**src/rtl/game_flow_controller_pkg.sv**
```systemverilog
// Shared game-flow definitions: state encodings and default game limits.
package game_flow_controller_pkg;

  localparam logic [1:0] ST_PLAY        = 2'd0;
  localparam logic [1:0] ST_HIT_PAUSE   = 2'd1;
  localparam logic [1:0] ST_LEVEL_PAUSE = 2'd2;
  localparam logic [1:0] ST_OVER        = 2'd3;

  localparam int unsigned DEF_START_LIVES = 3;
  localparam int unsigned DEF_MAX_LEVEL   = 15;

  // A pause of one cycle still needs a one-bit timer register.
  function automatic int unsigned timer_width(input int unsigned cycles);
    return (cycles > 1) ? $clog2(cycles) : 1;
  endfunction

endpackage

```
**src/rtl/game_flow_controller_rise_detect.sv**
```systemverilog
// Rising-edge strobe of a level input against its previous-cycle sample.
module rise_detect (
  input  logic clk,
  input  logic reset,
  input  logic in,
  output logic rise
);

  logic prev;

  always_ff @(posedge clk) begin
    if (reset) prev <= 1'b0;
    else       prev <= in;
  end

  assign rise = in & ~prev;

endmodule

```
**src/rtl/game_flow_controller.sv**
```systemverilog
// Frogger game sequencer: level/lives bookkeeping and play/pause/over FSM.
module game_flow_controller
  import game_flow_controller_pkg::*;
#(
  parameter int unsigned MAX_LEVEL    = DEF_MAX_LEVEL,
  parameter int unsigned START_LIVES  = DEF_START_LIVES,
  parameter int unsigned PAUSE_CYCLES = 25_000_000
) (
  input  logic       clk,
  input  logic       reset,
  input  logic       debounced_sw1,
  input  logic       debounced_sw2,
  input  logic       debounced_sw3,
  input  logic       debounced_sw4,
  input  logic       frog_at_top,
  input  logic       collision,
  output logic [3:0] level,
  output logic [1:0] lives,
  output logic       reset_frog,
  output logic       game_active,
  output logic       game_over,
  output logic       level_up
);

  localparam int unsigned TW = timer_width(PAUSE_CYCLES);
  localparam logic [TW-1:0] TIMER_LOAD = TW'(PAUSE_CYCLES - 1);

  logic restart_rise, hit_rise, goal_rise;
  logic all_sw;

  assign all_sw = debounced_sw1 & debounced_sw2 & debounced_sw3 & debounced_sw4;

  rise_detect u_restart (.clk(clk), .reset(reset), .in(all_sw),      .rise(restart_rise));
  rise_detect u_hit     (.clk(clk), .reset(reset), .in(collision),   .rise(hit_rise));
  rise_detect u_goal    (.clk(clk), .reset(reset), .in(frog_at_top), .rise(goal_rise));

  logic [1:0]    state_q, state_d;
  logic [TW-1:0] timer_q, timer_d;
  logic [3:0]    level_d;
  logic [1:0]    lives_d;
  logic          reset_frog_d, level_up_d;

  always_comb begin
    state_d      = state_q;
    timer_d      = timer_q;
    level_d      = level;
    lives_d      = lives;
    reset_frog_d = 1'b0;
    level_up_d   = 1'b0;
    if (restart_rise) begin
      state_d      = ST_PLAY;
      timer_d      = '0;
      level_d      = 4'd1;
      lives_d      = 2'(START_LIVES);
      reset_frog_d = 1'b1;
    end else begin
      case (state_q)
        ST_PLAY: begin
          if (hit_rise) begin
            reset_frog_d = 1'b1;
            if (lives > 2'd1) begin
              lives_d = lives - 2'd1;
              timer_d = TIMER_LOAD;
              state_d = ST_HIT_PAUSE;
            end else begin
              lives_d = '0;
              state_d = ST_OVER;
            end
          end else if (goal_rise) begin
            if (level < 4'(MAX_LEVEL)) level_d = level + 4'd1;
            level_up_d   = 1'b1;
            reset_frog_d = 1'b1;
            timer_d      = TIMER_LOAD;
            state_d      = ST_LEVEL_PAUSE;
          end
        end
        ST_HIT_PAUSE, ST_LEVEL_PAUSE: begin
          if (timer_q == '0) state_d = ST_PLAY;
          else               timer_d = timer_q - TW'(1);
        end
        default: ;
      endcase
    end
  end

  // Status flags are registered from the next state so they align with it.
  always_ff @(posedge clk) begin
    if (reset) begin
      state_q     <= ST_PLAY;
      timer_q     <= '0;
      level       <= 4'd1;
      lives       <= 2'(START_LIVES);
      reset_frog  <= 1'b0;
      level_up    <= 1'b0;
      game_active <= 1'b1;
      game_over   <= 1'b0;
    end else begin
      state_q     <= state_d;
      timer_q     <= timer_d;
      level       <= level_d;
      lives       <= lives_d;
      reset_frog  <= reset_frog_d;
      level_up    <= level_up_d;
      game_active <= (state_d == ST_PLAY);
      game_over   <= (state_d == ST_OVER);
    end
  end

endmodule

```
**config.mk**
```make
export PLATFORM = sky130hd
export DESIGN_NAME = game_flow_controller
export DESIGN_NICKNAME = d
export VERILOG_FILES = /design/src/rtl/game_flow_controller_pkg.sv /design/src/rtl/game_flow_controller_rise_detect.sv /design/src/rtl/game_flow_controller.sv
export SDC_FILE = /design/constraint.sdc
export NUM_CORES = 1
export LEC_CHECK = 0
export BUFFER_PORTS_ARGS = -buffer_cell sky130_fd_sc_hd__buf_2
export CORE_AREA = 2 2 74 76
export DETAILED_ROUTE_END_ITERATION = 16
export DIE_AREA = 0 0 76 78
export PLACE_DENSITY_LB_ADDON = 0.05
export SYNTH_ARGS = -nofsm -noshare
export SYNTH_HDL_FRONTEND = slang
export SYNTH_SLANG_ARGS = --single-unit
```
**constraint.sdc**
```tcl
create_clock -name clk -period 6.2 [get_ports clk]
set_clock_uncertainty 0.15 [all_clocks]
set_input_delay 0.31 -clock clk [delete_from_list [all_inputs] [get_ports clk]]
set_output_delay 0.31 -clock clk [all_outputs]
set_load 0.03 [all_outputs]
```
**After elaboration in Yosys (flattened, before gate mapping)**

Index checks and enable logic that the tools add are counted.

- Register bits: 40
- Output and inout port bits: 10
- Logic and storage cells: 59
- Input bits: 8

- Order comparisons: 2
- Add/sub/neg operators: 3
- Multiplexer cells: 16
- Bitwise logic cells: 11
- Reduce and logical (&&, ||, !) cells: 10
- Equal/unequal tests: 6

Operators with widths:

| cell | count |
|---|---|
| $mux W25 | 4 |
| $pmux W25 S2 | 1 |
| $logic_not A25 Y1 | 1 |
| $sub A25 B1 Y25 const B | 1 |
| $mux W2 | 6 |
| $reduce_and A4 Y1 | 2 |
| $and A1 B1 Y1 | 6 |
| $ne A3 B3 Y1 const B | 2 |
| $not A1 Y1 | 5 |
| $add A4 B1 Y4 const B | 1 |
| $eq A2 B2 Y1 const B | 2 |
| $logic_not A2 Y1 | 2 |
| $lt A4 B4 Y1 const B | 1 |
| $mux W1 | 4 |
| $pmux W2 S2 | 1 |
| $reduce_or A2 Y1 | 2 |
| $reduce_or A4 Y1 | 1 |
| $eq A2 B1 Y1 const B | 1 |
| $gt A2 B1 Y1 const B | 1 |
| $ne A2 B2 Y1 const B | 1 |
| $reduce_and A2 Y1 | 1 |
| $reduce_bool A2 Y1 | 1 |
| $sub A2 B1 Y2 const B | 1 |

**Longest topological paths before layout**

Gate-level depths: netlist of the first run.

- Depth after elaboration: 7
- Gate-level depth with buffers: 9
- Gate-level depth less buffers: 7

**By module**

From an unflattened synthesis of the first run, not the netlist that was laid out.

- Cells, all modules: 230
- Area, all modules: 2,016.9 sq um

Modules (own cells, without submodules):

| module | sequential area each (sq um) | cells each | instances | area each (sq um) |
|---|---|---|---|---|
| game_flow_controller | 740.7 | 221 | 1 | 1,874.3 |
| rise_detect | 20.0 | 3 | 3 | 47.5 |

**Worst setup path after synthesis of the first run**

No wires, ideal clock.

- Path type: register -> register
- Start: register state_q[0]
- End: register timer_q[9]
- Required time: 5.979 ns
- Path buffers: 2
- Path slack: 3.989 ns
- Data arrival time: 1.990 ns
- Cell stages (with the launch flop): 9
- Library setup time: 0.071 ns
- Cells stage by stage: dfxtp_1 > inv_1 > ha_1 > clkbuf_1 > mux2_2 > o2bb2ai_1 > buf_2 > or4_1 > a21oi_1

- Word-level cells in the longest chain between the ends: 4
- Elaborated cells on any way between the ends: 10

Ends and longest elaborated chain:

| item | line | text |
|---|---|---|
| start: declaration | game_flow_controller.sv:37 | `logic [1:0] state_q, state_d;` |
| start signal: assignment | game_flow_controller.sv:98 | `state_q <= state_d;` |
| $eq A2 B1 Y1 or $eq A2 B2 Y1 (tied branches) | game_flow_controller.sv:57 | `case (state_q)` |
| $reduce_or A2 Y1 | game_flow_controller.sv:57 |  |
| $ne A2 B2 Y1 (no source line) or $reduce_bool A2 Y1 (tied branches) | n/a |  |
| $reduce_and A4 Y1 (no source line) | n/a |  |
| end signal: assignment | game_flow_controller.sv:99 | `timer_q <= timer_d;` |
| end: declaration | game_flow_controller.sv:38 | `logic [TW-1:0] timer_q, timer_d;` |

Parallel ways exist; a longest one is shown, timed or not.
A chain may end at the register's enable or synchronous reset.

**Worst setup path after layout of the first run**

- Start: register timer_q[0]
- End: register timer_q[19]

- Word-level cells in the longest chain between the ends: 3
- Elaborated cells on any way between the ends: 6

Ends and longest elaborated chain:

| item | line |
|---|---|
| $sub A25 B1 Y25 or $logic_not A25 Y1 (tied branches) | game_flow_controller.sv:79, game_flow_controller.sv:78 |
| $mux W25 or $ne A2 B2 Y1 (tied branches) | n/a |
| $pmux W25 S2 or $reduce_and A4 Y1 (tied branches) | n/a |

Parallel ways exist; a longest one is shown, timed or not. The select of a mux whose other input is x is not followed.

==> reports/summary.txt, run 1 <==
Vias in the first global route: 1640
CP bufs+invs: 1
Synth Net Count: 236
CP peak stage delay: 0.83 ns
Storage cell area: 801 µm²
Synth area leader: dfxtp_1
Pre-antenna DRT Iters: 4
Sequential share of power: 44.1%
Fill cells: 517
Crit-path cells: inv_1 -> ha_1 -> nor4b_2 -> nand4b_4 -> o211ai_1 -> o21ai_0 -> a31oi_1
First-pass GRT wire length: 7.82 mm
Routed wire length per instance: 14.0 µm
GRT Overall Usage: 16.2%
Drt drc: 0
CTS Sinks: 40
CTS tree: yes
GRT Residual Overflow: 0
Initial antenna violation count: 0
Pin count of the biggest net entering global routing: 23
Crit path max fanout: 15
Post-synth EDFFs: 0
Max_cap viols: 0
Req. time, crit path: 6.27 ns
Post-synthesis sequential area ratio: 39.9%
Number of port buffers: 17
Synth warnings: 0
Setup ws final: 3.50 ns
Core Rows: 26
RePlAce Congestion: 0.770
Max-slew violation count: 0
NumNets Final: 254
Initial DRC Count: 71
CP arrival: 2.77 ns
Post-cts sizing count: 0
FF+latch count, synth: 40
Hpwl dp: 3.06 mm
CORE AREA: 0.00504 mm²
Final Hold Fails: 0
Peak supply drop: 0.135 mV
Min-delay src: reset
Die span in y: 78 µm
Avg Cell Area, Syn: 8.95 µm²
Internal: 476 µW
Final TNS setup: 0 ns
CP endpoint kind: register
Die ar.: 0.00593 mm²
Mapped Area: 0.00201 mm²
Clk buf depth: 2
P_leak: 0.000803 µW
Cell variety after synth: 50
Root Buffer: clkbuf_8
Final setup fails: 0
Startpoint type of the worst setup path: register
Worst-Skew Late Latency: 0.29 ns
Power Dens Cells: 330 mW/mm²
CTS Buf Count: 5
Footprint of the multi-input gates: 0.00115 mm²
FFs w/ async S/R, synth: 0%
Fin crit share: 43.6%
Combinational fraction of design power: 31.9%
Unrepaired setup endpoints after global routing: false
Vias: 1698
Critical path's slowest cell: o211ai_1
Most common cell in the synthesized netlist: dfxtp_1
Via-to-Cell Ratio: 5.42
Critical path class: register to register
Setup crit start: timer_q[0]$_SDFFE_PP0P_
F_max: 370 MHz
Worst R2R Start: timer_q[0]$_SDFFE_PP0P_
Starting Density: 39.8%
Hold_buf cts: 0
Diodes inserted: 0
Setup Fix Bufs, Post-CTS: 0
Worst-path clk slew: 0.08 ns
Outcome: finished clean
Num ports: 18
Slew margin rel.: 33.0%
Post-Route WL: 4.38 mm
Area delta synth->final: 12.1%
Worst-margin pin slew: 1.00 ns
Cells after Synth: 224
Sw Share: 35.8%
Post-synth top area share: 39.9%
Hold Crit Class: input pin to register
H-tree depth: 2
Layout cells sized above 1: 17.3%
Antenna Violating Nets Remaining: 0
CP delay by family, top: compound AO/OA/AOI/OAI gates
Top post-synthesis cells by area: dfxtp_1, a21oi_1, o31ai_1
Width of the chip: 76 µm
Synth cell count leaders: dfxtp_1, a21oi_1, nand2_1, o21ai_0, a31oi_1
Clk network pwr share: 24.0%
Switch Pwr: 265 µW
Minimum clock period after layout: 2.70 ns
Synth Flop Type: dfxtp_1
Dpl ws: 3.51 ns
Hold Slack: 0.0914 ns
sequential cells by signal, indices dropped and copies added (netlist names):
signal	cells
state_q	2
game_over	1
game_active	1
level_up	1
lives	2
u_hit.prev	1
u_goal.prev	1
u_restart.prev	1
level	4
reset_frog	1
timer_q	25
path summary, 6_finish.rpt:
path                                                 end  slack (ns)  cells after the start
worst min register to register  timer_q[24]$_SDFFE_PP0P_        0.32                      2
worst min-delay path               u_hit.prev$_SDFF_PP0_        0.09                      2
worst max-delay path            timer_q[19]$_SDFFE_PP0P_        3.50                      7
worst max register to register  timer_q[19]$_SDFFE_PP0P_        3.50                      7
worst reg2reg max path, stage by stage (launching register included):
cell	delay, ns
dfxtp_1	0.33
inv_1	0.11
ha_1	0.24
nor4b_2	0.38
nand4b_4	0.18
o211ai_1	0.83
o21ai_0	0.20
a31oi_1	0.21
area by class of cell:
type | count | share of cell area [%]
inverters | 6 | 1.00
clock buffers | 8 | 4.01
repair buffers | 19 | 4.45
flip-flops and latches | 40 | 35.6
well taps | 70 | 3.90
multi-input cells | 170 | 51.0
metrics by stage:
step / area [µm²] / utilization (%) / instances / total power, µW
floorplan: 2010 / - / 224 / 513
global placement: 2160 / 42.8 / 305 / 571
detailed placement: 2160 / 42.8 / 305 / 570
CTS: 2250 / 44.6 / 313 / 750
global route: 2250 / 44.6 / 313 / 802
finish: 2250 / 44.6 / 313 / 742
logic make-up (layout without fill, tap and decap cells):
family | Yosys count | count (layout) | share of synthesized area, %
simple gates | 94 | 94 | 31.4
compound gates | 68 | 68 | 21.3
flops | 40 | 40 | 39.9
buf+inv | 14 | 33 | 2.87
fa+ha+maj | 4 | 4 | 2.50
mux | 3 | 3 | 1.56
xor+xnor | 1 | 1 | 0.437
layer usage:
metal | up-vias | track usage [%] | wire (µm)
li1 | 896 | - | -
met2 | 18 | 26.7 | 2030
met1 | 780 | 21.5 | 2220
met4 | 0 | 4.73 | 31
met5 | - | 0 | 0
met3 | 4 | 3.49 | 105
layout by cell type, fill, tap and decap left out, types with 3 or more instances in the layout:
cell | netlist | layout
a21oi_1 | 17 | 17
a31oi_1 | 13 | 13
buf_2 | 3 | 17
clkbuf_8 | 0 | 6
dfxtp_1 | 40 | 40
ha_1 | 4 | 4
inv_1 | 6 | 6
nand2_1 | 14 | 14
nand2b_1 | 6 | 6
nand3_1 | 3 | 3
nand4_1 | 3 | 3
nor2_1 | 10 | 10
nor2b_1 | 5 | 5
nor3_1 | 6 | 6
o211ai_1 | 3 | 3
o21ai_0 | 14 | 14
o31ai_1 | 11 | 11
or2_2 | 3 | 3
or3_1 | 12 | 12
or3_2 | 3 | 3
or4_1 | 11 | 11
power by group through the flow:
stage	Sequential (µW)	Combinational, µW	Clock, µW
after floorplan	336	178	0
after global placement	334	237	0
after detailed placement	333	237	0
after CTS	327	239	185
after global routing	335	271	197
final	327	236	178
(Power assumes the default switching activity.)
==> inputs of run 2 (changes only) <==
--- a/config.mk
+++ b/config.mk
@@ -5,10 +5,11 @@
 export SDC_FILE = /design/constraint.sdc
 export NUM_CORES = 1
 export LEC_CHECK = 0
+export ABC_AREA = 1
 export BUFFER_PORTS_ARGS = -buffer_cell sky130_fd_sc_hd__buf_2
-export CORE_AREA = 2 2 74 76
+export CORE_AREA = 2 2 80 82
 export DETAILED_ROUTE_END_ITERATION = 16
-export DIE_AREA = 0 0 76 78
+export DIE_AREA = 0 0 82 84
 export PLACE_DENSITY_LB_ADDON = 0.05
 export SYNTH_ARGS = -nofsm -noshare
 export SYNTH_HDL_FRONTEND = slang
==> constraint.sdc (replaced) <==
create_clock -name clk -period 2.3 [get_ports clk]
set_clock_uncertainty 0.15 [all_clocks]
set_input_delay 0.115 -clock clk [delete_from_list [all_inputs] [get_ports clk]]
set_output_delay 0.115 -clock clk [all_outputs]
set_load 0.03 [all_outputs]
==> reports/summary.txt, run 2 <==
Outcome: finished clean
Fill cells: 669 (+29%)
Synth Flop Type: dfxtp_1
Post-synth top area share: 33.8% (-6.2 points)
Vias in the first global route: 2306 (+41%)
Biggest register: timer_q
FF+latch count, synth: 40 (unchanged)
Antenna Violating Nets Remaining: 0 (unchanged)
Most common cell in the synthesized netlist: nand2_1
Hpwl dp: 4.25 mm (+39%)
P_leak: 0.00122 µW (+52%)
Vias: 2382 (+40%)
Final Hold Fails: 0 (unchanged)
Synth warnings: 0 (unchanged)
Post-Route WL: 6.21 mm (+42%)
CTS Buf Count: 5 (unchanged)
Root Buffer: clkbuf_8
Initial DRC Count: 122 (+72%)
Drt drc: 0 (unchanged)
Initial antenna violation count: 0 (unchanged)
Max-slew violation count: 0 (unchanged)
Mapped Area: 0.00237 mm² (+18%)
Pre-antenna DRT Iters: 4 (unchanged)
Die span in y: 84 µm (+7.7%)
CP arrival: 2.15 ns (-0.62 ns)
RePlAce Congestion: 0.819 (+6.4%)
Slew margin rel.: 41.8% (+8.8 points)
Cells after Synth: 378 (+69%)
Final Core Density: 44.2% (-0.44 points)
Diodes inserted: 0 (unchanged)
Synth cell count leaders: nand2_1, nor2_1, nand3_1, dfxtp_1, inv_1
Hold Crit Class: input pin to register
FFs w/ async S/R, synth: 0% (unchanged)
CTS Sinks: 40 (unchanged)
Max reg flops: 25 (unchanged)
Cell variety after synth: 26 (-48%)
Unrepaired setup endpoints after global routing: false
Commonest non-fill, non-tap cell in the layout: nand2_1
Startpoint type of the worst setup path: register
GRT Residual Overflow: 0 (unchanged)
Area delta synth->final: 13.5%
WHS Path Cells: 5 (+3)
Avg Cell Area, Syn: 6.27 µm² (-30%)
Layout cells sized above 1: 10.8% (-6.4 points)
Top post-synthesis cells by area: dfxtp_1, nand2_1, nor2_1
Pin count of the biggest net entering global routing: 26 (+13%)
Clk buf depth: 2 (unchanged)
Core Rows: 29 (+12%)
Number of port buffers: 17 (unchanged)
F_max: 481 MHz (+30%)
CORE AREA: 0.00610 mm² (+21%)
Peak supply drop: 0.314 mV (+130%)
Die ar.: 0.00689 mm² (+16%)
Post-synth EDFFs: 0 (unchanged)
Crit path max fanout: 25 (+10)
Biggest regs: timer_q: 25 flops, level: 4 flops
Fin crit share: 90.4% (+47 points)
First-pass GRT wire length: 10.8 mm (+37%)
Worst-path clk slew: 0.08 ns (about the same)
Synth area leader: dfxtp_1
Routed wire length per instance: 12.9 µm (-8.2%)
Post-synthesis sequential area ratio: 33.8% (-6.2 points)
Final TNS setup: 0 ns (unchanged)
Req. time, crit path: 2.37 ns (-3.90 ns)
H-tree depth: 2 (unchanged)
Minimum clock period after layout: 2.08 ns (-0.624 ns)
Critical path class: register to register
Max_cap viols: 0 (unchanged)
Starting Density: 38.9% (-0.88 points)
Worst-Skew Late Latency: 0.30 ns (about the same)
Final setup fails: 0 (unchanged)
Synth Net Count: 390 (+65%)
Width of the chip: 82 µm (+7.9%)
Worst-margin pin slew: 0.872 ns (-0.128 ns)
Commonest cells after routing, fill and taps aside: nand2_1, nor2_1, nand3_1
Num ports: 18 (unchanged)
NumNets Final: 417 (+64%)
CP endpoint kind: register
GRT Overall Usage: 19.9% (+3.7 points)
Power Dens Cells: 1020 mW/mm² (+210%)
Setup Fix Bufs, Post-CTS: 0 (unchanged)
Via-to-Cell Ratio: 4.93 (-9.1%)
Reg2Reg Depth: 8 (+1)
CTS tree: yes
## run 2: per-layer routing
metal | global-route usage [%] | vias up | wire (µm)
met5 | 0 | - | 0
met3 | 4.00 | 9 | 212
met1 | 25.8 | 1070 | 2880
li1 | - | 1262 | -
met4 | 6.06 | 0 | 101
met2 | 32.7 | 41 | 3020
## run 2: logic make-up (layout without fill, tap and decap cells)
family          Yosys count  in the layout  synth area share (%)
fa+ha+maj                 4              4                  2.11
xor+xnor                  6              6                  2.22
compound gates           35             35                  7.49
flops                    40             40                  33.8
buf+inv                  46             74                  8.81
simple gates            247            247                  45.6
## run 2: what timing repair did
action                                  CTS  global route
hold endpoints to repair                  4             0
endpoints found under the setup margin    0            25
gates resized for setup                   0             2
hold buffers                              6             0
## run 2: worst paths after layout
path                                start                  endpoint  slack, ns
hold / removal              debounced_sw2     reset_frog$_SDFF_PP0_       0.06
hold reg to reg   timer_q[0]$_SDFFE_PP0P_   timer_q[0]$_SDFFE_PP0P_       0.34
setup / recovery    state_q[0]$_SDFF_PP0_  timer_q[12]$_SDFFE_PP0P_       0.22
setup reg to reg    state_q[0]$_SDFF_PP0_  timer_q[12]$_SDFFE_PP0P_       0.22
## run 2: cell type report
cell class / instances / area, µm² / area share [%]
Tap cell: 77 / 96.3 / 3.58
Multi-Input combinational cell: 292 / 1360 / 50.7
Timing Repair Buffer: 31 / 209 / 7.76
Clock buffer: 8 / 90.1 / 3.35
Inverter: 35 / 131 / 4.88
Sequential cell: 40 / 801 / 29.8
## run 2: report_power, final
part	leakage, µW	total [µW]	internal (µW)	switching [µW]
Sequential	0.000329	939	808	130
Clock	0.0000455	501	245	256
Combinational	0.000844	1310	438	868
## run 2: worst max-delay path, cell delays in order, from the launching register on
cell and delay [ns]:
dfxtp_1 0.39, inv_1 0.06, ha_1 0.30, clkinv_1 0.18
buf_4 0.23, nand3_4 0.10, buf_4 0.31, nand3_1 0.12
a21oi_1 0.15
## run 2: stage by stage
step	hold WS [ns]	std cells	cell area, µm²	setup WS [ns]	power, µW
floorplan	0.0341	378	2370	0.369	1960
CTS	0.0625	483	2690	0.144	2770
global placement	0.175	469	2530	0.245	2250
finish	0.0638	483	2690	0.221	2750
detailed placement	0.183	469	2530	0.182	2250
global route	0.0991	483	2690	0.0304	3020
